`src/rtl/prog_sequencer.sv`:
```
// prog_sequencer: program counter sequencer with LIFO return stack.
// Ports: Clk, Rst (sync, active-high), Cen step enable, Op/Target/Cond
//   operation inputs; PCOut registered PC; StackEmpty/StackFull
//   decoded from the stack pointer; Err sticky overflow/underflow.
// Option: define PROG_SEQ_RELBRANCH_EN for PC-relative BRANCH targets;
//   default build uses absolute BRANCH targets.
module prog_sequencer #(
    parameter int WIDTH     = 8,
    parameter int DEPTH     = 4,
    parameter int RESET_VEC = 0
) (
    input  logic             Clk,
    input  logic             Rst,
    input  logic             Cen,
    input  logic [2:0]       Op,
    input  logic [WIDTH-1:0] Target,
    input  logic             Cond,
    output logic [WIDTH-1:0] PCOut,
    output logic             StackEmpty,
    output logic             StackFull,
    output logic             Err
);

    localparam int SPW = $clog2(DEPTH + 1);
    localparam int IW  = (DEPTH > 1) ? $clog2(DEPTH) : 1;

    localparam logic [SPW-1:0]   SP_FULL = SPW'(DEPTH);
    localparam logic [WIDTH-1:0] PC_RST  = WIDTH'(RESET_VEC);

    typedef enum logic [2:0] {
        OP_NEXT   = 3'b000,
        OP_JUMP   = 3'b001,
        OP_BRANCH = 3'b010,
        OP_CALL   = 3'b011,
        OP_RET    = 3'b100
    } op_e;

    logic [WIDTH-1:0] pc_q, pc_d;
    logic [SPW-1:0]   sp_q, sp_d;
    logic             err_q, err_d;
    logic [WIDTH-1:0] stk_q [DEPTH];

    logic             push;
    logic [WIDTH-1:0] pc_inc;
    logic [WIDTH-1:0] br_dest;
    logic [SPW-1:0]   sp_m1;
    logic [IW-1:0]    wr_idx;
    logic [IW-1:0]    rd_idx;
    logic             empty;
    logic             full;

    assign empty  = (sp_q == '0);
    assign full   = (sp_q == SP_FULL);
    assign pc_inc = pc_q + 1'b1;
    assign sp_m1  = sp_q - 1'b1;

    // Push writes at sp, pop reads sp-1; both are only used when the
    // pointer is in range, so the truncation to IW bits is exact.
    assign wr_idx = sp_q[IW-1:0];
    assign rd_idx = sp_m1[IW-1:0];

`ifdef PROG_SEQ_RELBRANCH_EN
    // Target is already WIDTH bits, so sign extension to WIDTH is the
    // identity and two's complement add gives the mod 2^WIDTH result.
    assign br_dest = pc_q + Target;
`else
    assign br_dest = Target;
`endif

    always_comb begin
        pc_d  = pc_q;
        sp_d  = sp_q;
        err_d = err_q;
        push  = 1'b0;
        if (Cen) begin
            unique case (Op)
                OP_NEXT: begin
                    pc_d = pc_inc;
                end
                OP_JUMP: begin
                    pc_d = Target;
                end
                OP_BRANCH: begin
                    pc_d = Cond ? br_dest : pc_inc;
                end
                OP_CALL: begin
                    if (full) begin
                        pc_d  = pc_inc;
                        err_d = 1'b1;
                    end else begin
                        push = 1'b1;
                        pc_d = Target;
                        sp_d = sp_q + 1'b1;
                    end
                end
                OP_RET: begin
                    if (empty) begin
                        pc_d  = pc_inc;
                        err_d = 1'b1;
                    end else begin
                        pc_d = stk_q[rd_idx];
                        sp_d = sp_m1;
                    end
                end
                default: begin
                    // NOP-stall: hold everything
                end
            endcase
        end
    end

    always_ff @(posedge Clk) begin
        if (Rst) begin
            pc_q  <= PC_RST;
            sp_q  <= '0;
            err_q <= 1'b0;
        end else begin
            pc_q  <= pc_d;
            sp_q  <= sp_d;
            err_q <= err_d;
        end
    end

    // Stack storage needs no reset: entries at or above sp are never
    // observed, and reset clears sp.
    always_ff @(posedge Clk) begin
        if (!Rst && push) begin
            stk_q[wr_idx] <= pc_inc;
        end
    end

    assign PCOut      = pc_q;
    assign StackEmpty = empty;
    assign StackFull  = full;
    assign Err        = err_q;

endmodule

```
`config.mk`:
```
export PLATFORM = sky130hd
export DESIGN_NAME = prog_sequencer
export DESIGN_NICKNAME = d
export VERILOG_FILES = /design/src/rtl/prog_sequencer.sv
export SDC_FILE = /design/constraint.sdc
export NUM_CORES = 1
export LEC_CHECK = 0
export ABC_CLOCK_PERIOD_IN_PS = 2900
export BUFFER_PORTS_ARGS = -buffer_cell sky130_fd_sc_hd__clkbuf_2
export CELL_PAD_IN_SITES_DETAIL_PLACEMENT = 2
export CELL_PAD_IN_SITES_GLOBAL_PLACEMENT = 2
export CORE_MARGIN = 3
export CORE_UTILIZATION = 30
export CTS_BUF_LIST = sky130_fd_sc_hd__clkbuf_16
export DETAILED_ROUTE_END_ITERATION = 10
export PLACE_DENSITY_LB_ADDON = 0.1
export SLEW_MARGIN = 20
export SYNTH_ARGS = -nofsm -noshare
export SYNTH_HDL_FRONTEND = slang
export SYNTH_SLANG_ARGS = --single-unit
```
`constraint.sdc`:
```
create_clock -name Clk -period 2.9 [get_ports Clk]
set_clock_uncertainty 0.05 [all_clocks]
set_input_delay 0.58 -clock Clk [delete_from_list [all_inputs] [get_ports Clk]]
set_output_delay 0.58 -clock Clk [all_outputs]
set_load 0.03 [all_outputs]
```
==> impl_results.html <==
<table>
<tr><th>Metric</th><th>Value</th></tr>
<tr><th colspan="2">Global route</th></tr>
<tr><td>Vias in the first global route</td><td>~1700</td></tr>
<tr><td>Congestion Overflow GR</td><td>0</td></tr>
<tr><td>First-pass GRT wire length</td><td>between 9000 and 10000 µm</td></tr>
<tr><td>Largest net degree at the start of global routing</td><td>15</td></tr>
<tr><td>Number of antenna violations at the first check in global routing</td><td>0</td></tr>
<tr><td>Global-route usage over all layers</td><td>between 15 and 20%</td></tr>
<tr><th colspan="2">Setup path</th></tr>
<tr><td>Type of element capturing the critical path</td><td>register</td></tr>
<tr><td>Cell with the biggest individual delay on the critical path</td><td>sky130_fd_sc_hd__and2_1</td></tr>
<tr><td>Crit path top cell by count</td><td>sky130_fd_sc_hd__nand2_1</td></tr>
<tr><td>Arr. time, crit path</td><td>2.01 ns</td></tr>
<tr><td>Largest stage delay, worst path</td><td>about 0.43 ns</td></tr>
<tr><td>Top delay family on crit path</td><td>simple AND/OR/NAND/NOR gates</td></tr>
<tr><td>WP data required</td><td>2.79 ns</td></tr>
<tr><td>Count of buffering cells on the critical path with inverters included</td><td>1</td></tr>
<tr><td>Maximum fanout count along the critical path</td><td>8</td></tr>
<tr><td>List of cells traversed by the critical path</td><td>inv_1, ha_1, nand2_1, nand2_1, nor3_1, and2_1</td></tr>
<tr><td>Critical Path Source Type</td><td>register</td></tr>
<tr><td>Category of the critical setup timing path</td><td>register to register</td></tr>
<tr><th colspan="2">Pwr</th></tr>
<tr><td>Post-route total power</td><td>around 1500 µW</td></tr>
<tr><td>Leakage power</td><td>between 0.0008 and 0.0009 µW</td></tr>
<tr><td>Share of total power in the clock network</td><td>42.7%</td></tr>
<tr><td>Internal power summed over all cells</td><td>1150 µW</td></tr>
<tr><td>Comb power frac</td><td>about a tenth</td></tr>
<tr><td>Reported net switching power</td><td>roughly 360 µW</td></tr>
<tr><td>Register share of total power</td><td>~47%</td></tr>
<tr><td>Maximum VDD drop</td><td>between 0.0002 and 0.00025 V</td></tr>
<tr><td>Sw frac</td><td>between 20% and 30%</td></tr>
<tr><td>PwrDens</td><td>roughly 600 nW/µm²</td></tr>
<tr><th colspan="2">Synthesis</th></tr>
<tr><td>Dominant cell type by area after synthesis</td><td>sky130_fd_sc_hd__edfxtp_1</td></tr>
<tr><td>Cell count after synthesis</td><td>about 170</td></tr>
<tr><td>Post-synthesis register bit count</td><td>44</td></tr>
<tr><td>Share of synthesized registers carrying an async set or reset</td><td>0%</td></tr>
<tr><td>Netlist Area Pre-Place</td><td>~2100 µm²</td></tr>
<tr><td>Number of enable flip-flop cells after synthesis</td><td>32</td></tr>
<tr><td>Most repeated cell in the gate-level netlist after synthesis</td><td>sky130_fd_sc_hd__edfxtp_1</td></tr>
<tr><td>Total of warnings raised by yosys</td><td>0</td></tr>
<tr><td>Post-synthesis average cell area</td><td>around 13 µm²</td></tr>
<tr><td>Area share of the leading cell type in the synthesized netlist</td><td>approximately 45%</td></tr>
<tr><td>Ranking of synthesized cells by area</td><td>sky130_fd_sc_hd__edfxtp_1 45%, sky130_fd_sc_hd__dfxtp_1 11%, sky130_fd_sc_hd__mux4_2 8.5%, sky130_fd_sc_hd__ha_1 3.5%, sky130_fd_sc_hd__and2_1 2.4%</td></tr>
<tr><td>Main synth FF type</td><td>sky130_fd_sc_hd__edfxtp_1</td></tr>
<tr><td>Net count after synthesis</td><td>between 150 and 200</td></tr>
<tr><td>Number of distinct library cells after synthesis</td><td>45</td></tr>
<tr><td>Portion of the post-synthesis area used by sequential elements</td><td>56.6%</td></tr>
<tr><td>Leading cell types by count after synthesis</td><td>32 x sky130_fd_sc_hd__edfxtp_1, 12 x sky130_fd_sc_hd__dfxtp_1, 12 x sky130_fd_sc_hd__nand2_1</td></tr>
<tr><th colspan="2">Detailed routing</th></tr>
<tr><td>Via Count</td><td>1453</td></tr>
<tr><td>Count of routing violations after the opening detailed-route iteration</td><td>41</td></tr>
<tr><td>Antenna Nets Post-Route</td><td>0</td></tr>
<tr><td>DRC viols</td><td>0</td></tr>
<tr><td>Average wire per cell in the routed design</td><td>between 15 and 20 µm</td></tr>
<tr><td>Vias per inst</td><td>5.01</td></tr>
<tr><td>First drt pass iteration count</td><td>4</td></tr>
<tr><td>Total wire length</td><td>5660 µm</td></tr>
<tr><th colspan="2">Clock tree</th></tr>
<tr><td>CTS tree</td><td>done</td></tr>
<tr><td>CTS H-Tree Depth</td><td>2</td></tr>
<tr><td>Number of buffers inserted during clock tree synthesis</td><td>5</td></tr>
<tr><td>Post-CTS Setup Inserts</td><td>0</td></tr>
<tr><td>Number of buffers on the longest clock path</td><td>2</td></tr>
<tr><td>Source-to-sink clock delay at the later pin of the worst-skew pair</td><td>about 0.29 ns</td></tr>
<tr><td>Clock Pin Slew Worst Setup and Hold Paths</td><td>0.07 ns</td></tr>
<tr><td>Resized cells post-CTS</td><td>0</td></tr>
<tr><td>Clock tree sinks</td><td>44</td></tr>
<tr><td>CTS root buf</td><td>sky130_fd_sc_hd__clkbuf_16</td></tr>
<tr><td>Number of hold buffers added after CTS</td><td>0</td></tr>
<tr><th colspan="2">Outcome</th></tr>
<tr><td>Run status</td><td>finished, final reports clean</td></tr>
<tr><th colspan="2">Run</th></tr>
<tr><td>Max-cap violation count</td><td>0</td></tr>
<tr><th colspan="2">STA</th></tr>
<tr><td>Unrepaired setup endpoints after global routing</td><td>false</td></tr>
<tr><td>Min Clock Period, post-route</td><td>roughly 2.1 ns</td></tr>
<tr><td>TNS Setup</td><td>0 ns</td></tr>
<tr><td>Final setup viols</td><td>0</td></tr>
<tr><td>Fin. Hold Viols</td><td>0</td></tr>
<tr><td>F_max</td><td>approximately 470 MHz</td></tr>
<tr><td>Share of the cycle needed by the critical path after routing</td><td>73.0%</td></tr>
<tr><td>Fin. max-slew vios</td><td>0</td></tr>
<tr><td>Worst Hold Slack</td><td>approximately 0.43 ns</td></tr>
<tr><td>Max_slew headroom</td><td>53.6%</td></tr>
<tr><td>Transition time of the tightest slew-check pin</td><td>0.691 ns</td></tr>
<tr><th colspan="2">Final layout</th></tr>
<tr><td>Layout Nets</td><td>~210</td></tr>
<tr><td>Final antenna diode count</td><td>0</td></tr>
<tr><td>Area growth from synthesis to layout</td><td>18.8%</td></tr>
<tr><td>Final cell area excluding filler cells</td><td>between 2000 and 3000 µm²</td></tr>
<tr><td>Ratio of cells with drive above 1 in the final layout</td><td>a little under a quarter</td></tr>
<tr><th colspan="2">Die</th></tr>
<tr><td>Die Outline Area</td><td>~8000 µm²</td></tr>
<tr><td>X dimension of the die</td><td>90.1 µm</td></tr>
<tr><td>Initial cell density of the core</td><td>31.0%</td></tr>
<tr><td>I/O pin count</td><td>26</td></tr>
<tr><td>Chip height</td><td>about 90 µm</td></tr>
<tr><td>Std cell rows</td><td>30</td></tr>
<tr><td>Core footprint</td><td>6830 µm²</td></tr>
<tr><th colspan="2">Placement</th></tr>
<tr><td>Last weighted congestion value of the routability-driven placer</td><td>between 0.7 and 0.8</td></tr>
<tr><td>Area after DPL</td><td>2350 µm²</td></tr>
<tr><td>Number of buffers inserted by port buffering</td><td>25</td></tr>
<tr><td>HPWL reported at the end of detailed placement</td><td>approximately 4400 µm</td></tr>
<tr><th colspan="2">Worst hold path</th></tr>
<tr><td>Classification of the worst-slack hold path</td><td>register to register</td></tr>
</table>
==> power by group through the flow <==
stage / sequential, µW / clock [µW] / combinational (µW)
6_report: 706 / 645 / 159
5_1_grt: 708 / 693 / 178
4_1_cts: 706 / 667 / 163
3_5_place_dp: 720 / 0 / 163
3_3_place_gp: 718 / 0 / 158
2_1_floorplan: 734 / 0 / 85.6
==> kinds of logic (layout without fill, tap and decap cells) <==
kind of cell    count (synthesis)  in the layout  share of synthesized area [%]
compound gates                 45             45                           14.9
xor+xnor                        4              4                           1.65
fa+ha+maj                       6              6                           3.54
buf+inv                        13             42                           2.42
flops                          44             44                           56.6
mux                            10             10                           9.50
simple gates                   43             43                           11.4
==> metal layers <==
layer	vias to the layer above	track usage, %	wire length, µm
met1	732	20.0	2720
met3	5	3.60	167
met2	19	24.4	2700
li1	697	-	-
met5	-	0	0
met4	0	4.59	69
==> cell type report <==
type | count | area, µm²
Clock buffer | 5 | 125
Clock inverter | 3 | 42.5
Fill cell | 711 | 4310
Inverter | 8 | 30.0
Multi-Input combinational cell | 108 | 868
Sequential cell | 44 | 1200
Tap cell | 96 | 120
Timing Repair Buffer | 26 | 133
==> placed cells by master, fill, tap and decap left out, types with 4 or more instances in the layout <==
cell / netlist / routed
sky130_fd_sc_hd__a22oi_1: 5 / 5
sky130_fd_sc_hd__o21ai_1: 4 / 4
sky130_fd_sc_hd__o21ai_0: 8 / 8
sky130_fd_sc_hd__and2_1: 8 / 8
sky130_fd_sc_hd__clkbuf_2: 0 / 25
sky130_fd_sc_hd__edfxtp_1: 32 / 32
sky130_fd_sc_hd__mux4_2: 8 / 8
sky130_fd_sc_hd__nor2_1: 4 / 4
sky130_fd_sc_hd__clkbuf_16: 0 / 5
sky130_fd_sc_hd__a31oi_1: 4 / 4
sky130_fd_sc_hd__ha_1: 6 / 6
sky130_fd_sc_hd__nand2_1: 12 / 12
sky130_fd_sc_hd__inv_1: 6 / 6
sky130_fd_sc_hd__dfxtp_1: 12 / 12
sky130_fd_sc_hd__a21oi_1: 5 / 5
==> worst register-to-register path, stage by stage, from the launching register on <==
cell	delay, ns
sky130_fd_sc_hd__dfxtp_1	0.36
sky130_fd_sc_hd__inv_1	0.10
sky130_fd_sc_hd__ha_1	0.24
sky130_fd_sc_hd__nand2_1	0.16
sky130_fd_sc_hd__nand2_1	0.08
sky130_fd_sc_hd__nor3_1	0.37
sky130_fd_sc_hd__and2_1	0.43
==> sequential cells by signal, summed over array words and instances (netlist names) <==
name	cells
stk_q	32
PCOut	8
sp_q	3
Err	1
==> per-stage QoR <==
stage	instances	utilization, %	setup WS, ns
2_1_floorplan	165	-	0.623
3_3_place_gp	282	34.4	0.696
3_5_place_dp	282	34.4	0.644
4_1_cts	290	36.9	0.717
5_1_grt	290	36.9	0.531
6_report	290	36.9	0.784
==> path summary, 6_finish.rpt <==
path | startpoint | end | slack [ns] | cells after the start
hold / removal | Err | Err | 0.43 | 2
setup / recovery | sp_q[1] | stk_q[2][6] | 0.78 | 6
setup reg to reg | sp_q[1] | stk_q[2][6] | 0.78 | 6
hold reg to reg | Err | Err | 0.43 | 2
Power figures use the tool's default switching activity.
